$ cat config.mk
export PLATFORM = sky130hd
export DESIGN_NAME = operand_fetch
export DESIGN_NICKNAME = d
export VERILOG_FILES = /design/src/rtl/cpu_pkg.sv /design/src/rtl/opfetch_scoreboard.sv /design/src/rtl/operand_fetch.sv
export SDC_FILE = /design/constraint.sdc
export NUM_CORES = 1
export LEC_CHECK = 0
export BUFFER_PORTS_ARGS = -buffer_cell sky130_fd_sc_hd__buf_4
export CAP_MARGIN = 20
export CORE_UTILIZATION = 40
export CTS_BUF_LIST = sky130_fd_sc_hd__clkbuf_16
export CTS_CLUSTER_SIZE = 16
export DETAILED_ROUTE_END_ITERATION = 6
export GPL_TIMING_DRIVEN = 1
export PLACE_DENSITY = 0.73
export SKIP_LAST_GASP = 1
export SLEW_MARGIN = 25
export SYNTH_ARGS = -nofsm -noshare
export SYNTH_HDL_FRONTEND = slang
export SYNTH_SLANG_ARGS = --single-unit
$ cat constraint.sdc
create_clock -name clk -period 2.4 [get_ports clk]
set_clock_uncertainty 0.2 [all_clocks]
set_input_delay 0.12 -clock clk [delete_from_list [all_inputs] [get_ports clk]]
set_output_delay 0.12 -clock clk [all_outputs]
set_load 0.05 [all_outputs]
$ cat src/rtl/cpu_pkg.sv
// Shared widths and the ID/EX payload type for the operand-fetch stage.
package cpu_pkg;

    localparam int unsigned DATA_W = 32;
    localparam int unsigned ADDR_W = 5;
    localparam int unsigned OP_W   = 6;
    localparam int unsigned NREGS  = 1 << ADDR_W;

    typedef struct packed {
        logic [DATA_W-1:0] a;
        logic [DATA_W-1:0] b;
        logic [ADDR_W-1:0] rd;
        logic              wen;
        logic [OP_W-1:0]   op;
    } idex_t;

endpackage

$ cat src/rtl/opfetch_scoreboard.sv
// Busy-bit scoreboard: one bit per architectural register, with a set port,
// two clear ports (writeback and flush kill) and three lookup ports.
module opfetch_scoreboard
    import cpu_pkg::*;
(
    input  logic              clk,
    input  logic              rst_n,
    input  logic              set_en,
    input  logic [ADDR_W-1:0] set_idx,
    input  logic              clr_en,
    input  logic [ADDR_W-1:0] clr_idx,
    input  logic              kill_en,
    input  logic [ADDR_W-1:0] kill_idx,
    input  logic [ADDR_W-1:0] look_a_idx,
    input  logic [ADDR_W-1:0] look_b_idx,
    input  logic [ADDR_W-1:0] look_d_idx,
    output logic              look_a,
    output logic              look_b,
    output logic              look_d,
    output logic [NREGS-1:0]  busy_vec
);

    logic [NREGS-1:0] busy_q;
    logic [NREGS-1:0] busy_d;

    // Clears first so a same-edge set of the same register wins.
    always_comb begin
        busy_d = busy_q;
        if (clr_en) begin
            busy_d[clr_idx] = 1'b0;
        end
        if (kill_en) begin
            busy_d[kill_idx] = 1'b0;
        end
        if (set_en) begin
            busy_d[set_idx] = 1'b1;
        end
    end

    always_ff @(posedge clk or negedge rst_n) begin
        if (!rst_n) begin
            busy_q <= '0;
        end else begin
            busy_q <= busy_d;
        end
    end

    assign look_a   = busy_q[look_a_idx];
    assign look_b   = busy_q[look_b_idx];
    assign look_d   = busy_q[look_d_idx];
    assign busy_vec = busy_q;

endmodule

$ cat src/rtl/operand_fetch.sv
// Register-read stage: drives regfile read addresses, stalls on scoreboard
// hazards, and captures operands into a one-entry ID/EX register.
// Build option OPFETCH_FWD_EN adds a writeback-to-operand bypass.
module operand_fetch
    import cpu_pkg::*;
(
    input  logic              clk,
    input  logic              rst_n,
    input  logic              in_valid,
    output logic              in_ready,
    input  logic [ADDR_W-1:0] in_rs1,
    input  logic [ADDR_W-1:0] in_rs2,
    input  logic [ADDR_W-1:0] in_rd,
    input  logic              in_wen,
    input  logic [OP_W-1:0]   in_op,
    input  logic              flush,
    output logic [ADDR_W-1:0] rf_addrA,
    output logic [ADDR_W-1:0] rf_addrB,
    input  logic [DATA_W-1:0] rf_outA,
    input  logic [DATA_W-1:0] rf_outB,
    input  logic              wb_load,
    input  logic [ADDR_W-1:0] wb_addr,
    input  logic [DATA_W-1:0] wb_data,
    output logic              out_valid,
    input  logic              out_ready,
    output logic [DATA_W-1:0] out_a,
    output logic [DATA_W-1:0] out_b,
    output logic [ADDR_W-1:0] out_rd,
    output logic              out_wen,
    output logic [OP_W-1:0]   out_op,
    output logic [NREGS-1:0]  busy_vec
);

    logic              busy_a;
    logic              busy_b;
    logic              busy_d;
    logic              hazard;
    logic              space;
    logic              issue;
    logic              kill_en;
    logic [DATA_W-1:0] opnd_a;
    logic [DATA_W-1:0] opnd_b;
    logic              valid_q;
    idex_t             idex_q;
    idex_t             idex_d;

    assign rf_addrA = in_rs1;
    assign rf_addrB = in_rs2;

`ifdef OPFETCH_FWD_EN
    logic byp_a;
    logic byp_b;

    // A source being written back this cycle is taken straight from wb_data.
    assign byp_a  = wb_load & (wb_addr == in_rs1);
    assign byp_b  = wb_load & (wb_addr == in_rs2);
    assign hazard = (busy_a & ~byp_a) | (busy_b & ~byp_b) | (in_wen & busy_d);
    assign opnd_a = byp_a ? wb_data : rf_outA;
    assign opnd_b = byp_b ? wb_data : rf_outB;
`else
    logic wb_data_unused;

    assign wb_data_unused = ^wb_data;
    assign hazard = busy_a | busy_b | (in_wen & busy_d);
    assign opnd_a = rf_outA;
    assign opnd_b = rf_outB;
`endif

    assign space    = ~valid_q | out_ready;
    assign in_ready = ~hazard & space & ~flush;
    assign issue    = in_valid & in_ready;
    assign kill_en  = flush & valid_q & idex_q.wen;

    always_comb begin
        idex_d     = idex_q;
        idex_d.a   = opnd_a;
        idex_d.b   = opnd_b;
        idex_d.rd  = in_rd;
        idex_d.wen = in_wen;
        idex_d.op  = in_op;
    end

    opfetch_scoreboard u_sb (
        .clk        (clk),
        .rst_n      (rst_n),
        .set_en     (issue & in_wen),
        .set_idx    (in_rd),
        .clr_en     (wb_load),
        .clr_idx    (wb_addr),
        .kill_en    (kill_en),
        .kill_idx   (idex_q.rd),
        .look_a_idx (in_rs1),
        .look_b_idx (in_rs2),
        .look_d_idx (in_rd),
        .look_a     (busy_a),
        .look_b     (busy_b),
        .look_d     (busy_d),
        .busy_vec   (busy_vec)
    );

    // ID/EX register: flush kills, issue loads, a bare consume empties.
    always_ff @(posedge clk or negedge rst_n) begin
        if (!rst_n) begin
            valid_q <= 1'b0;
            idex_q  <= '0;
        end else if (flush) begin
            valid_q <= 1'b0;
        end else if (issue) begin
            valid_q <= 1'b1;
            idex_q  <= idex_d;
        end else if (out_ready) begin
            valid_q <= 1'b0;
        end
    end

    assign out_valid = valid_q;
    assign out_a     = idex_q.a;
    assign out_b     = idex_q.b;
    assign out_rd    = idex_q.rd;
    assign out_wen   = idex_q.wen;
    assign out_op    = idex_q.op;

endmodule

==> results of run 1 <==
==> power by group through the flow <==
stage               Sequential (W)  Combinational [W]  Clock (W)
finish                     0.00259            0.00364    0.00137
global route               0.00264            0.00376    0.00144
CTS                        0.00257            0.00352    0.00139
detailed placement         0.00259            0.00337          0
global placement           0.00256            0.00332          0
floorplan                  0.00397           0.000744          0
==> cell type report <==
type | instances | share of cell area (%)
multi-input combinational | 267 | 30.3
clock buffer | 9 | 2.48
tap | 176 | 2.42
clock inverter | 7 | 0.482
timing repair buffer | 360 | 33.7
sequential | 109 | 30.3
inverter | 7 | 0.289
==> timing repair <==
action / 4_1_cts / 5_1_grt
gates resized for setup: 27 / 26
pin swaps: 8 / 3
cloned: 1 / 5
endpoints found under the setup margin: 110 / 110
hold buffers: 76 / 0
buffers inserted: 3 / 3
hold endpoints to repair: 127 / 0
==> worst reg2reg max path, delay by kind of cell (launching register included) <==
| family | cells | cell delay (ns) |
|---|---|---|
| compound gates | 1 | 0.18 |
| buf+inv | 3 | 0.49 |
| flops | 1 | 0.43 |
| mux | 3 | 0.93 |
| simple gates | 3 | 0.49 |
==> stage by stage <==
stage / instance area [sq um] / hold slack, ns
global placement: 7620 / 0.0167
CTS: 8830 / 0.0116
finish: 9080 / 0.0178
global route: 9080 / 0.0269
detailed placement: 7620 / 0.0193
floorplan: 5540 / -0.376
==> per-layer routing <==
layer	track usage [%]	vias up	share of wire [%]
li1	-	2309	-
met1	34.6	2690	38
met2	46.3	388	49
met3	6.32	72	9.3
met4	13.1	0	4.1
met5	0	-	0
==> sequential cells by signal, indices dropped and copies added (netlist names) <==
signal	flops
out_a	32
out_b	32
out_op	6
out_rd	5
out_valid	1
out_wen	1
u_sb.busy_vec	32
==> kinds of logic after synthesis <==
kind of cell           Yosys count
muxes                          112
DFF                            109
AOI/OAI and AO/OA               82
and+or+nand+nor                 72
buffers and inverters           46
==> synthesized netlist by cell type <==
library cell	count
sky130_fd_sc_hd__or3b_2	4
sky130_fd_sc_hd__a311oi_1	2
sky130_fd_sc_hd__dfrtp_1	109
sky130_fd_sc_hd__a211oi_1	1
sky130_fd_sc_hd__nand4_1	2
sky130_fd_sc_hd__o31ai_1	32
sky130_fd_sc_hd__o311ai_0	1
sky130_fd_sc_hd__or3_1	7
sky130_fd_sc_hd__nand4b_1	1
sky130_fd_sc_hd__buf_1	2
sky130_fd_sc_hd__nand3_1	15
sky130_fd_sc_hd__nor2b_1	1
sky130_fd_sc_hd__o21ai_0	1
sky130_fd_sc_hd__clkbuf_2	3
sky130_fd_sc_hd__o2111ai_1	3
sky130_fd_sc_hd__inv_1	7
sky130_fd_sc_hd__and2_0	1
sky130_fd_sc_hd__mux2i_1	18
sky130_fd_sc_hd__nand2_1	10
sky130_fd_sc_hd__clkbuf_1	6
sky130_fd_sc_hd__buf_4	20
sky130_fd_sc_hd__nand2_2	1
sky130_fd_sc_hd__o221ai_1	36
sky130_fd_sc_hd__mux4_2	15
sky130_fd_sc_hd__nand3b_1	14
sky130_fd_sc_hd__nor4_4	1
sky130_fd_sc_hd__o32a_1	1
sky130_fd_sc_hd__buf_2	7
sky130_fd_sc_hd__buf_6	1
sky130_fd_sc_hd__a211o_1	1
sky130_fd_sc_hd__nand2b_1	6
sky130_fd_sc_hd__a41o_1	1
sky130_fd_sc_hd__o211ai_1	2
sky130_fd_sc_hd__a22oi_1	1
sky130_fd_sc_hd__nor2_1	9
sky130_fd_sc_hd__mux2_2	79
==> path summary, 6_finish.rpt <==
kind / slack [ns] / cells past startpoint / startpoint / endpoint
min reg2reg: 0.31 / 1 / out_a[24] / out_a[24]
max in group asynchronous: 1.07 / 3 / rst_n / out_a[3]
max reg2reg: -0.43 / 10 / u_sb.busy_vec[20] / out_b[18]
min: 0.02 / 3 / out_ready / out_valid
max: -0.43 / 10 / u_sb.busy_vec[20] / out_b[18]
min in group asynchronous: 0.17 / 2 / rst_n / u_sb.busy_vec[18]
==> tab_implementation.tex, run 1 <==
\begin{tabular}{lr}
\hline
Metric & Value \\
\hline
\multicolumn{2}{l}{\textbf{Global route}} \\
Wire length of the first global-routing pass & 30.6 mm \\
All-Layer GR Usage & $\sim$28\% \\
Largest net degree at the start of global routing & 58 \\
Number of global-route vias before repair & 5524 \\
Overflow after GRT & 0 \\
Antenna violations before repair & 0 \\
\multicolumn{2}{l}{\textbf{STA}} \\
Unrepaired setup endpoints after global routing & yes \\
Post-route minimum period & 2.83 ns \\
Fraction of the cycle the final worst path needs & 118\% \\
Max-Slew Margin vs Limit & 50.3\% \\
Actual slew at the worst max-slew pin & 0.744 ns \\
Min setup slack post-route & -0.431 ns \\
Final setup violation count & 110 \\
Peak clock frequency supported by timing & 353 MHz \\
Setup total negative slack & -42.50 ns \\
Number of hold violations in the final report & 0 \\
Pins over their slew limit & 0 \\
\multicolumn{2}{l}{\textbf{Layout}} \\
Util after Layout & $\sim$70\% \\
Reg area & around 0.0028 sq mm \\
Leading cell types in the layout, fill and taps excluded & sky130\_fd\_sc\_hd\_\_buf\_4 (266), sky130\_fd\_sc\_hd\_\_dfrtp\_1 (88), sky130\_fd\_sc\_hd\_\_mux2\_2 (79) \\
Final net count & 883 \\
Count of non-filler cells in the finished layout & between 900 and 1k \\
Multi-input logic area & between 0.002 and 0.003 sq mm \\
Fraction of final layout cells with drive strength greater than 1 & approximately three fifths \\
Leading cell type in the layout, fill and taps excluded & sky130\_fd\_sc\_hd\_\_buf\_4 \\
Fill cell total of the finished layout & 956 \\
Number of diodes added for antenna fixing & 0 \\
Area growth from synthesis to layout & 65.0\% \\
\multicolumn{2}{l}{\textbf{Worst setup path}} \\
Critical path's most frequent cell & sky130\_fd\_sc\_hd\_\_buf\_6 \\
Slowest CP cell & sky130\_fd\_sc\_hd\_\_mux4\_2 \\
Maximum cell stage delay along the critical path & 0.45 ns \\
Endpoint required time on the critical path & 2.42 ns \\
Worst path cell trace & buf\_6, mux4\_2, mux2i\_1, o32a\_1, nand4\_1, nor4\_4, buf\_6, nand2\_8, buf\_12, mux2\_2 \\
Largest fanout on the critical path & 18 \\
Kind of critical path & register to register \\
Type of element capturing the critical path & register \\
Buffers \& Inverters on Critical Path & 3 \\
Delay-heaviest family, CP & multiplexers \\
Data arrival at the endpoint of the critical path & about 2.9 ns \\
Crit start category & register \\
\multicolumn{2}{l}{\textbf{Clocking}} \\
Total clock buffers created by CTS & 9 \\
Number of buffers on the longest clock path & 2 \\
Maximum level of the CTS H-tree & 3 \\
Cell chosen for the clock root & sky130\_fd\_sc\_hd\_\_clkbuf\_16 \\
Register clock-pin slew on the reported worst setup and hold paths & roughly 0.070 ns \\
Clock sink total & between 100 and 150 \\
Insertion delay to the later sink of the worst-skew pair & 0.34 ns \\
Clock tree from TritonCTS & yes \\
\multicolumn{2}{l}{\textbf{Detailed routing}} \\
First DRT Iteration DRCs & 344 \\
Number of remaining DRC errors & 0 \\
Vias & 5459 \\
Wire length per cell after detailed routing & 22.0 microns \\
Number of antenna-violating nets in the routed design & 0 \\
First-pass detailed-route iteration total & 4 \\
Number of vias per cell & 5.84 \\
Routed WL & between 20 and 25 mm \\
\multicolumn{2}{l}{\textbf{Placement}} \\
Gpl congestion & just over 0.9 \\
Port buffer count & $\sim$220 \\
Worst slack at placement & -0.332 ns \\
Number of instances in the placed design & between 800 and 900 \\
Post-DP HPWL & around 13 mm \\
\multicolumn{2}{l}{\textbf{Run status}} \\
Run status & finished with violations \\
Violations in the final reports & negative setup slack \\
\multicolumn{2}{l}{\textbf{Die}} \\
Standard cell core area & 0.0133 sq mm \\
Chip width & 119 microns \\
Starting utilization of the core area & 41.2\% \\
Overall die area & 0.0142 sq mm \\
\# IOs & 249 \\
Standard-cell rows & 42 \\
Floorplan die height & between 100 and 150 microns \\
\multicolumn{2}{l}{\textbf{Synth}} \\
Cell taking the most area after synthesis & sky130\_fd\_sc\_hd\_\_dfrtp\_1 \\
Synthesized area & 0.00550 sq mm \\
Combinational family with the most area after synthesis & multiplexers \\
Avg Inst Size Synth & 13.1 sq um \\
Synthesized netlist cell count & 421 \\
Share of synthesized cell area in full adder, half adder and majority cells & 0\% \\
Cell types occupying the most area after synthesis & sky130\_fd\_sc\_hd\_\_dfrtp\_1 (50\%), sky130\_fd\_sc\_hd\_\_mux2\_2 (16\%), sky130\_fd\_sc\_hd\_\_mux4\_2 (6.1\%) \\
Number of unique standard cell types used by synthesis & 36 \\
Post-synthesis share of cell area spent on xor and xnor gates & 0\% \\
Seq/Total Area, Yosys & between 40\% and 50\% \\
Net count of the mapped netlist & 550 \\
Simple-gate share of the synthesized area & between 7 and 8\% \\
Number of warnings printed during yosys synthesis & 0 \\
Post-synthesis sequential element count & between 100 and 150 \\
Share of the synthesized area in the top cell type & 49.6\% \\
Multiplexer fraction of the synthesized cell area & 25.6\% \\
Synthesized-area fraction occupied by ao, oa, aoi and oai cells & 12.2\% \\
\multicolumn{2}{l}{\textbf{Power}} \\
Overall Power & approximately 0.0076 W \\
Leakage power total & $\sim$4.1 nW \\
Net Sw Power & roughly 0.0033 W \\
Power per standard cell area & 837 mW/mm\^{}2 \\
Worst IR Drop VDD & 0.753 mV \\
Internal power & 0.00428 W \\
Seq pwr share & 34.1\% \\
Share of power burned in combinational logic & 47.8\% \\
Clock network fraction of design power & 18.1\% \\
Switching part of the total & between 40\% and 50\% \\
\multicolumn{2}{l}{\textbf{Worst hold path}} \\
Class of the tightest hold or removal check & input port to register \\
\multicolumn{2}{l}{\textbf{Flow run}} \\
Max Cap Viol & 0 \\
\hline
\end{tabular}
Note: power is estimated with default switching activity, not from simulation.
==> run 2: changes to the inputs <==
--- a/config.mk
+++ b/config.mk
@@ -12,6 +12,7 @@
 export CTS_CLUSTER_SIZE = 16
 export DETAILED_ROUTE_END_ITERATION = 6
 export GPL_TIMING_DRIVEN = 1
+export HOLD_SLACK_MARGIN = 0.06
 export PLACE_DENSITY = 0.73
 export SKIP_LAST_GASP = 1
 export SLEW_MARGIN = 25
==> run 2 against run 1 <==
Effect of this change: register-to-register slack improved by 0.07 ns; critical path type unchanged; combinational power down 2%; highest routed layer unchanged; the run still ends with negative setup slack left; global-route usage increased by 0.16 points; cell count fell by 0.32%; power down 1.0%; fmax rose by 2.5%; setup slack improved by 0.068 ns.
==> tab_implementation.tex, run 2 (synthesis gave the netlist of run 1 again) <==
\begin{tabular}{lr}
\hline
Metric & Value \\
\hline
\multicolumn{2}{l}{\textbf{Detailed routing}} \\
Number of vias per cell & 5.76 (was 5.84) \\
Routed WL & 19.8 mm (was 20.6 mm) \\
First-pass detailed-route iteration total & 5 (was 4) \\
Wire length per cell after detailed routing & 21.2 microns (was 22.0 microns) \\
First DRT Iteration DRCs & 322 (was 344) \\
Number of remaining DRC errors & 0 (unchanged) \\
Vias & 5371 (was 5459) \\
Number of antenna-violating nets in the routed design & 0 (unchanged) \\
\multicolumn{2}{l}{\textbf{Global route}} \\
Antenna violations before repair & 0 (unchanged) \\
Number of global-route vias before repair & 5568 (was 5524) \\
GR Layer Usage met3 & 6.51\% (was 6.32\%) \\
Routing usage on met2 & 47.0\% (was 46.3\%) \\
All-Layer GR Usage & 28.1\% (was 28.0\%) \\
Busiest metal layer after global routing & met2 (unchanged) \\
Overflow after GRT & 0 (unchanged) \\
Wire length of the first global-routing pass & 30.7 mm (was 30.6 mm) \\
Met1 track demand over resource in global routing & 34.5\% (was 34.6\%) \\
Largest net degree at the start of global routing & 58 (unchanged) \\
\multicolumn{2}{l}{\textbf{Die}} \\
Floorplan die height & 119 microns (unchanged) \\
Starting utilization of the core area & 41.2\% (unchanged) \\
Chip width & 119 microns (unchanged) \\
Standard cell core area & 0.0133 sq mm (unchanged) \\
Standard-cell rows & 42 (unchanged) \\
Overall die area & 0.0142 sq mm (unchanged) \\
\# IOs & 249 (unchanged) \\
\multicolumn{2}{l}{\textbf{Worst hold path}} \\
Terminating pin of the worst hold path & u\_sb.busy\_vec[7] (was out\_valid) \\
Hold path start & in\_valid (was out\_ready) \\
Class of the tightest hold or removal check & input port to register (unchanged) \\
Cell depth of the worst hold path & 4 (was 3) \\
\multicolumn{2}{l}{\textbf{Worst setup path}} \\
Type of element capturing the critical path & register (unchanged) \\
Startpoint of the worst-slack reg-to-reg timing path & u\_sb.busy\_vec[20] (unchanged) \\
Capturing point of the worst reg2reg path & out\_b[18] (unchanged) \\
Worst path cell trace & buf\_6, mux4\_2, mux2i\_1, o32a\_1, nand4\_1, nor4\_4, nand2\_4, buf\_12, mux2\_2 (was buf\_6, mux4\_2, mux2i\_1, o32a\_1, nand4\_1, nor4\_4, buf\_6, nand2\_8, buf\_12, mux2\_2) \\
Data arrival at the endpoint of the critical path & 2.78 ns (was 2.85 ns) \\
Endpoint required time on the critical path & 2.42 ns (about the same) \\
Maximum cell stage delay along the critical path & 0.45 ns (about the same) \\
Kind of critical path & register to register (unchanged) \\
Worst setup slack for register-to-register paths & -0.36 ns (was -0.43 ns) \\
Crit start category & register (unchanged) \\
Cells on worst reg2reg path & 9 (was 10) \\
Largest fanout on the critical path & 35 (was 18) \\
Slowest CP cell & sky130\_fd\_sc\_hd\_\_mux4\_2 (unchanged) \\
\multicolumn{2}{l}{\textbf{Layout}} \\
Util after Layout & 66.7\% (was 68.1\%) \\
Fill cell total of the finished layout & 982 (was 956) \\
Area growth from synthesis to layout & 61.7\% (was 65.0\%) \\
Number of diodes added for antenna fixing & 0 (unchanged) \\
Fraction of final layout cells with drive strength greater than 1 & 57.0\% (was 59.0\%) \\
Leading cell type in the layout, fill and taps excluded & sky130\_fd\_sc\_hd\_\_buf\_4 (unchanged) \\
Final net count & 880 (was 883) \\
Leading cell types in the layout, fill and taps excluded & sky130\_fd\_sc\_hd\_\_buf\_4 (268), sky130\_fd\_sc\_hd\_\_dfrtp\_1 (88), sky130\_fd\_sc\_hd\_\_mux2\_2 (79), sky130\_fd\_sc\_hd\_\_dlygate4sd3\_1 (79), sky130\_fd\_sc\_hd\_\_o221ai\_1 (36) (was sky130\_fd\_sc\_hd\_\_buf\_4 (266), sky130\_fd\_sc\_hd\_\_dfrtp\_1 (88), sky130\_fd\_sc\_hd\_\_mux2\_2 (79)) \\
\multicolumn{2}{l}{\textbf{Flow run}} \\
Max Cap Viol & 0 (unchanged) \\
\multicolumn{2}{l}{\textbf{Placement}} \\
Post-DP HPWL & 13.3 mm (unchanged) \\
Port buffer count & 216 (unchanged) \\
Gpl congestion & 0.931 (unchanged) \\
Worst slack at placement & -0.332 ns (unchanged) \\
\multicolumn{2}{l}{\textbf{STA}} \\
Actual slew at the worst max-slew pin & 0.715 ns (was 0.744 ns) \\
Number of hold violations in the final report & 0 (unchanged) \\
Max-Slew Margin vs Limit & 52.4\% (was 50.3\%) \\
Post-route minimum period & 2.76 ns (was 2.83 ns) \\
Unrepaired setup endpoints after global routing & yes (unchanged) \\
Final setup violation count & 110 (unchanged) \\
Fraction of the cycle the final worst path needs & 115\% (was 118\%) \\
Min setup slack post-route & -0.363 ns (was -0.431 ns) \\
Peak clock frequency supported by timing & 362 MHz (was 353 MHz) \\
Pins over their slew limit & 0 (unchanged) \\
\multicolumn{2}{l}{\textbf{Clocking}} \\
Insertion delay to the later sink of the worst-skew pair & 0.34 ns (about the same) \\
Number of buffers on the longest clock path & 2 (unchanged) \\
Clock tree from TritonCTS & yes (unchanged) \\
Cell chosen for the clock root & sky130\_fd\_sc\_hd\_\_clkbuf\_16 (unchanged) \\
Total clock buffers created by CTS & 9 (unchanged) \\
Register clock-pin slew on the reported worst setup and hold paths & 0.07 ns (about the same) \\
Clock sink total & 109 (unchanged) \\
Maximum level of the CTS H-tree & 3 (unchanged) \\
\multicolumn{2}{l}{\textbf{Run status}} \\
Violations in the final reports & negative setup slack (unchanged) \\
Run status & finished with violations (unchanged) \\
\multicolumn{2}{l}{\textbf{Power}} \\
Power per standard cell area & 845 mW/mm\^{}2 (was 837 mW/mm\^{}2) \\
Worst IR Drop VDD & 0.753 mV (about the same) \\
Overall Power & 0.00752 W (was 0.00760 W) \\
Leakage power total & 4.02 nW (was 4.09 nW) \\
\hline
\end{tabular}
[run 2: cell types whose count changed in the layout (fill, tap and decap cells not counted), moves of 3 or more]
cell                            change
sky130_fd_sc_hd__clkbuf_16          -3
sky130_fd_sc_hd__o31ai_2            -9
sky130_fd_sc_hd__dlygate4sd3_1      +3
sky130_fd_sc_hd__buf_6              -3
sky130_fd_sc_hd__o31ai_1           +11
[run 2: area by class of cell]
class	instances	area, sq um	share of cell area (%)
multi-input cells	266	2660	29.9
clock inverters	7	43.8	0.492
flip-flops and latches	109	2750	30.9
well taps	176	220	2.47
inverters	7	26.3	0.295
clock buffers	9	225	2.53
repair buffers	358	2970	33.4
[run 2: stage by stage]
step / cell area, sq um / cells / hold WS (ns) / TNS (ns)
6_report: 8900 / 932 / 0.0940 / -33.87
5_1_grt: 8900 / 932 / 0.0940 / -45.24
4_1_cts: 8860 / 930 / 0.0713 / -30.88
3_5_place_dp: 7620 / 831 / 0.0193 / -31.40
3_3_place_gp: 7620 / 831 / 0.0167 / -27.76
2_1_floorplan: 5540 / 421 / -0.376 / -81.43
[run 2: metal layers]
layer  vias to the layer above  wire length, microns
met1                      2628                  7410
met2                       374                  9660
met5                         -                     0
met3                        68                  1880
met4                         0                   797
li1                       2301                     -
[run 2: worst max-delay path by stage]
| stage | from | endpoint | slack [ns] |
|---|---|---|---|
| 3_5_place_dp | u_sb.busy_vec[12] | out_a[3] | -0.33 |
| 3_3_place_gp | u_sb.busy_vec[12] | out_b[11] | -0.29 |
| 2_1_floorplan | u_sb.busy_vec[30] | out_b[0] | -0.78 |
| 5_1_grt | u_sb.busy_vec[30] | out_b[18] | -0.46 |
| 6_report | u_sb.busy_vec[20] | out_b[18] | -0.36 |
| 4_1_cts | u_sb.busy_vec[20] | in_ready | -0.34 |
[run 2: repair_timing]
item                       CTS  global route
hold buffers                79             0
setup endpoints to repair  110           110
gates resized for setup     27            10
cloned                       1             0
pin swaps                    8             1
setup buffers                3             4
hold endpoints to repair   133             0
[run 2: power breakdown]
part           total (W)  leakage (nW)  switching (W)  internal, W
Combinational    0.00357          2.58        0.00227      0.00130
Clock            0.00136         0.128       0.000665     0.000698
Sequential       0.00259          1.31       0.000338      0.00225
Total            0.00752          4.02        0.00328      0.00425
[run 2: critical path: cells and delay by family (launching register included)]
family | cells | cell delay [ns]
compound gates | 1 | 0.18
buf+inv | 2 | 0.33
flops | 1 | 0.44
mux | 3 | 0.92
simple gates | 3 | 0.56
==> run 3: changes to the inputs <==
==> constraint.sdc (replaced) <==
create_clock -name clk -period 2.3 [get_ports clk]
set_clock_uncertainty 0.2 [all_clocks]
set_input_delay 0.115 -clock clk [delete_from_list [all_inputs] [get_ports clk]]
set_output_delay 0.115 -clock clk [all_outputs]
set_load 0.05 [all_outputs]
==> run 3 against run 2 <==
Effect of this change: the flow still finishes with violations (negative setup slack); critical path depth unchanged; non-clock buffer count up 2; first-iteration DRC count up 11%; final area up 0.48%; setup slack worse by 0.051 ns; register-to-register slack worse by 0.05 ns; critical path type unchanged; power up 7.5%; highest routed layer unchanged; wire length up 0.79%; via count up 0.22%; largest power group unchanged; combinational power up 4%; sequential share of layout area down 0.16 points.
==> tab_implementation.tex, run 3 (synthesis gave the netlist of run 1 again) <==
\begin{tabular}{lr}
\hline
Metric & Value \\
\hline
\multicolumn{2}{l}{\textbf{Run status}} \\
Run status & finished with violations (unchanged) \\
Violations in the final reports & negative setup slack (unchanged) \\
\multicolumn{2}{l}{\textbf{STA}} \\
Max-Slew Margin vs Limit & 56.2\% (was 52.4\%) \\
Actual slew at the worst max-slew pin & 0.657 ns (was 0.715 ns) \\
Unrepaired setup endpoints after global routing & yes (unchanged) \\
Peak clock frequency supported by timing & 369 MHz (was 362 MHz) \\
Min setup slack post-route & -0.414 ns (was -0.363 ns) \\
Final setup violation count & 110 (unchanged) \\
Post-route minimum period & 2.71 ns (was 2.76 ns) \\
Fraction of the cycle the final worst path needs & 118\% (was 115\%) \\
Pins over their slew limit & 0 (unchanged) \\
Number of hold violations in the final report & 0 (unchanged) \\
\multicolumn{2}{l}{\textbf{Detailed routing}} \\
Number of vias per cell & 5.76 (about the same) \\
Number of remaining DRC errors & 0 (unchanged) \\
First DRT Iteration DRCs & 358 (was 322) \\
First-pass detailed-route iteration total & 5 (unchanged) \\
Number of antenna-violating nets in the routed design & 0 (unchanged) \\
Wire length per cell after detailed routing & 21.3 microns (was 21.2 microns) \\
Routed WL & 19.9 mm (was 19.8 mm) \\
Vias & 5383 (was 5371) \\
\multicolumn{2}{l}{\textbf{Layout}} \\
Fraction of final layout cells with drive strength greater than 1 & 57.7\% (was 57.0\%) \\
Number of diodes added for antenna fixing & 0 (unchanged) \\
Area growth from synthesis to layout & 62.5\% (was 61.7\%) \\
Fill cell total of the finished layout & 957 (was 982) \\
Final net count & 882 (was 880) \\
Multi-input logic area & 0.00265 sq mm (was 0.00266 sq mm) \\
Reg area & 0.00275 sq mm (about the same) \\
Count of non-filler cells in the finished layout & 934 (was 932) \\
Leading cell types in the layout, fill and taps excluded & sky130\_fd\_sc\_hd\_\_buf\_4 (272), sky130\_fd\_sc\_hd\_\_dfrtp\_1 (89), sky130\_fd\_sc\_hd\_\_mux2\_2 (79), sky130\_fd\_sc\_hd\_\_dlygate4sd3\_1 (79), sky130\_fd\_sc\_hd\_\_o221ai\_1 (36) (was sky130\_fd\_sc\_hd\_\_buf\_4 (268), sky130\_fd\_sc\_hd\_\_dfrtp\_1 (88), sky130\_fd\_sc\_hd\_\_mux2\_2 (79), sky130\_fd\_sc\_hd\_\_dlygate4sd3\_1 (79), sky130\_fd\_sc\_hd\_\_o221ai\_1 (36)) \\
Leading cell type in the layout, fill and taps excluded & sky130\_fd\_sc\_hd\_\_buf\_4 (unchanged) \\
\multicolumn{2}{l}{\textbf{Worst hold path}} \\
Cell depth of the worst hold path & 4 (unchanged) \\
Class of the tightest hold or removal check & input port to register (unchanged) \\
Hold path start & wb\_addr[2] (was in\_valid) \\
\multicolumn{2}{l}{\textbf{Flow run}} \\
Max Cap Viol & 0 (unchanged) \\
\multicolumn{2}{l}{\textbf{Worst setup path}} \\
Kind of critical path & register to register (unchanged) \\
Capturing point of the worst reg2reg path & out\_b[27] (was out\_b[18]) \\
Cells on worst reg2reg path & 9 (unchanged) \\
Crit start category & register (unchanged) \\
CP endpoint & out\_b[27] (was out\_b[18]) \\
Startpoint of the worst-slack reg-to-reg timing path & u\_sb.busy\_vec[20] (unchanged) \\
Data arrival at the endpoint of the critical path & 2.73 ns (was 2.78 ns) \\
Worst setup slack for register-to-register paths & -0.41 ns (was -0.36 ns) \\
Endpoint required time on the critical path & 2.31 ns (was 2.42 ns) \\
Largest fanout on the critical path & 38 (was 35) \\
Type of element capturing the critical path & register (unchanged) \\
Launch point of the critical path & u\_sb.busy\_vec[20] (unchanged) \\
\multicolumn{2}{l}{\textbf{Power}} \\
Power per standard cell area & 904 mW/mm\^{}2 (was 845 mW/mm\^{}2) \\
Worst IR Drop VDD & 0.751 mV (was 0.753 mV) \\
Leakage power total & 4.05 nW (was 4.02 nW) \\
\multicolumn{2}{l}{\textbf{Placement}} \\
Gpl congestion & 0.960 (was 0.931) \\
Number of instances in the placed design & 836 (was 831) \\
Port buffer count & 216 (unchanged) \\
Worst slack at placement & -0.463 ns (was -0.332 ns) \\
Post-DP HPWL & 13.4 mm (was 13.3 mm) \\
\multicolumn{2}{l}{\textbf{Die}} \\
Overall die area & 0.0142 sq mm (unchanged) \\
\# IOs & 249 (unchanged) \\
Standard cell core area & 0.0133 sq mm (unchanged) \\
Chip width & 119 microns (unchanged) \\
Starting utilization of the core area & 41.2\% (unchanged) \\
Standard-cell rows & 42 (unchanged) \\
Floorplan die height & 119 microns (unchanged) \\
\multicolumn{2}{l}{\textbf{Clocking}} \\
Cell chosen for the clock root & sky130\_fd\_sc\_hd\_\_clkbuf\_16 (unchanged) \\
Clock tree from TritonCTS & yes (unchanged) \\
Register clock-pin slew on the reported worst setup and hold paths & 0.07 ns (about the same) \\
Total clock buffers created by CTS & 9 (unchanged) \\
Number of buffers on the longest clock path & 2 (unchanged) \\
Maximum level of the CTS H-tree & 3 (unchanged) \\
Insertion delay to the later sink of the worst-skew pair & 0.34 ns (about the same) \\
Clock sink total & 109 (unchanged) \\
\multicolumn{2}{l}{\textbf{Global route}} \\
All-Layer GR Usage & 28.4\% (was 28.1\%) \\
Wire length of the first global-routing pass & 31.0 mm (was 30.7 mm) \\
Overflow after GRT & 0 (unchanged) \\
Number of global-route vias before repair & 5670 (was 5568) \\
Largest net degree at the start of global routing & 63 (was 58) \\
Antenna violations before repair & 0 (unchanged) \\
\hline
\end{tabular}
## run 3: cell types whose count changed in the layout (fill, tap and decap cells not counted), sizes merged
cell,change
clkinv,-2
buf,+2
inv,+1
clkinvlp,-1
bufinv,+2
## run 3: worst min path at each step
stage                        end  slack (ns)
4_1_cts         u_sb.busy_vec[6]        0.06
3_5_place_dp   u_sb.busy_vec[26]       -0.01
5_1_grt        u_sb.busy_vec[20]        0.09
6_report        u_sb.busy_vec[6]        0.08
2_1_floorplan           out_a[0]       -0.38
3_3_place_gp   u_sb.busy_vec[26]       -0.02
## run 3: layout make-up
type / count / share of cell area (%)
Clock buffer: 9 / 2.52
Clock inverter: 7 / 1.02
Inverter: 7 / 0.294
Multi-Input combinational cell: 266 / 29.7
Sequential cell: 109 / 30.8
Tap cell: 176 / 2.46
Timing Repair Buffer: 360 / 33.2
## run 3: worst max-delay path: stages, from the launching register on
cell and delay, ns:
sky130_fd_sc_hd__dfrtp_2 0.45, sky130_fd_sc_hd__buf_6 0.13, sky130_fd_sc_hd__mux4_2 0.44, sky130_fd_sc_hd__mux2i_1 0.17, sky130_fd_sc_hd__o32a_1 0.18, sky130_fd_sc_hd__nand4_1 0.12, sky130_fd_sc_hd__nor4_4 0.23, sky130_fd_sc_hd__nand2_4 0.15
sky130_fd_sc_hd__buf_12 0.21, sky130_fd_sc_hd__mux2_2 0.31
## run 3: power breakdown
part | internal, W | leakage, nW | switching, W
combinational | 0.00135 | 2.58 | 0.00237
clock | 0.000954 | 0.156 | 0.000712
sequential | 0.00235 | 1.32 | 0.000352
## run 3: through the flow
step	area (sq um)	power, W	TNS [ns]	hold WS, ns	utilization (%)
3_5_place_dp	7660	0.00622	-43.76	-0.0118	57.4
3_3_place_gp	7660	0.00614	-37.64	-0.0225	57.4
6_report	8940	0.00809	-39.89	0.0843	67.0
2_1_floorplan	5540	0.00491	-92.43	-0.381	-
5_1_grt	8940	0.00837	-49.11	0.0928	67.0
4_1_cts	8860	0.00802	-38.96	0.0613	66.4
## run 3: what timing repair did
action / CTS / global route
endpoints found under the hold margin: 133 / 0
resized for setup: 19 / 14
buffers inserted: 2 / 3
hold buffers: 79 / 0
pin swaps: 1 / 1
endpoints found under the setup margin: 110 / 110
cloned: 0 / 0
## run 3: routing by layer
metal	part of all wire [%]	vias up	track usage (%)
met5	0	-	0
met4	3.5	0	11.2
met3	9.2	60	6.32
met2	50	366	49.1
met1	37	2650	34.4
li1	-	2307	-
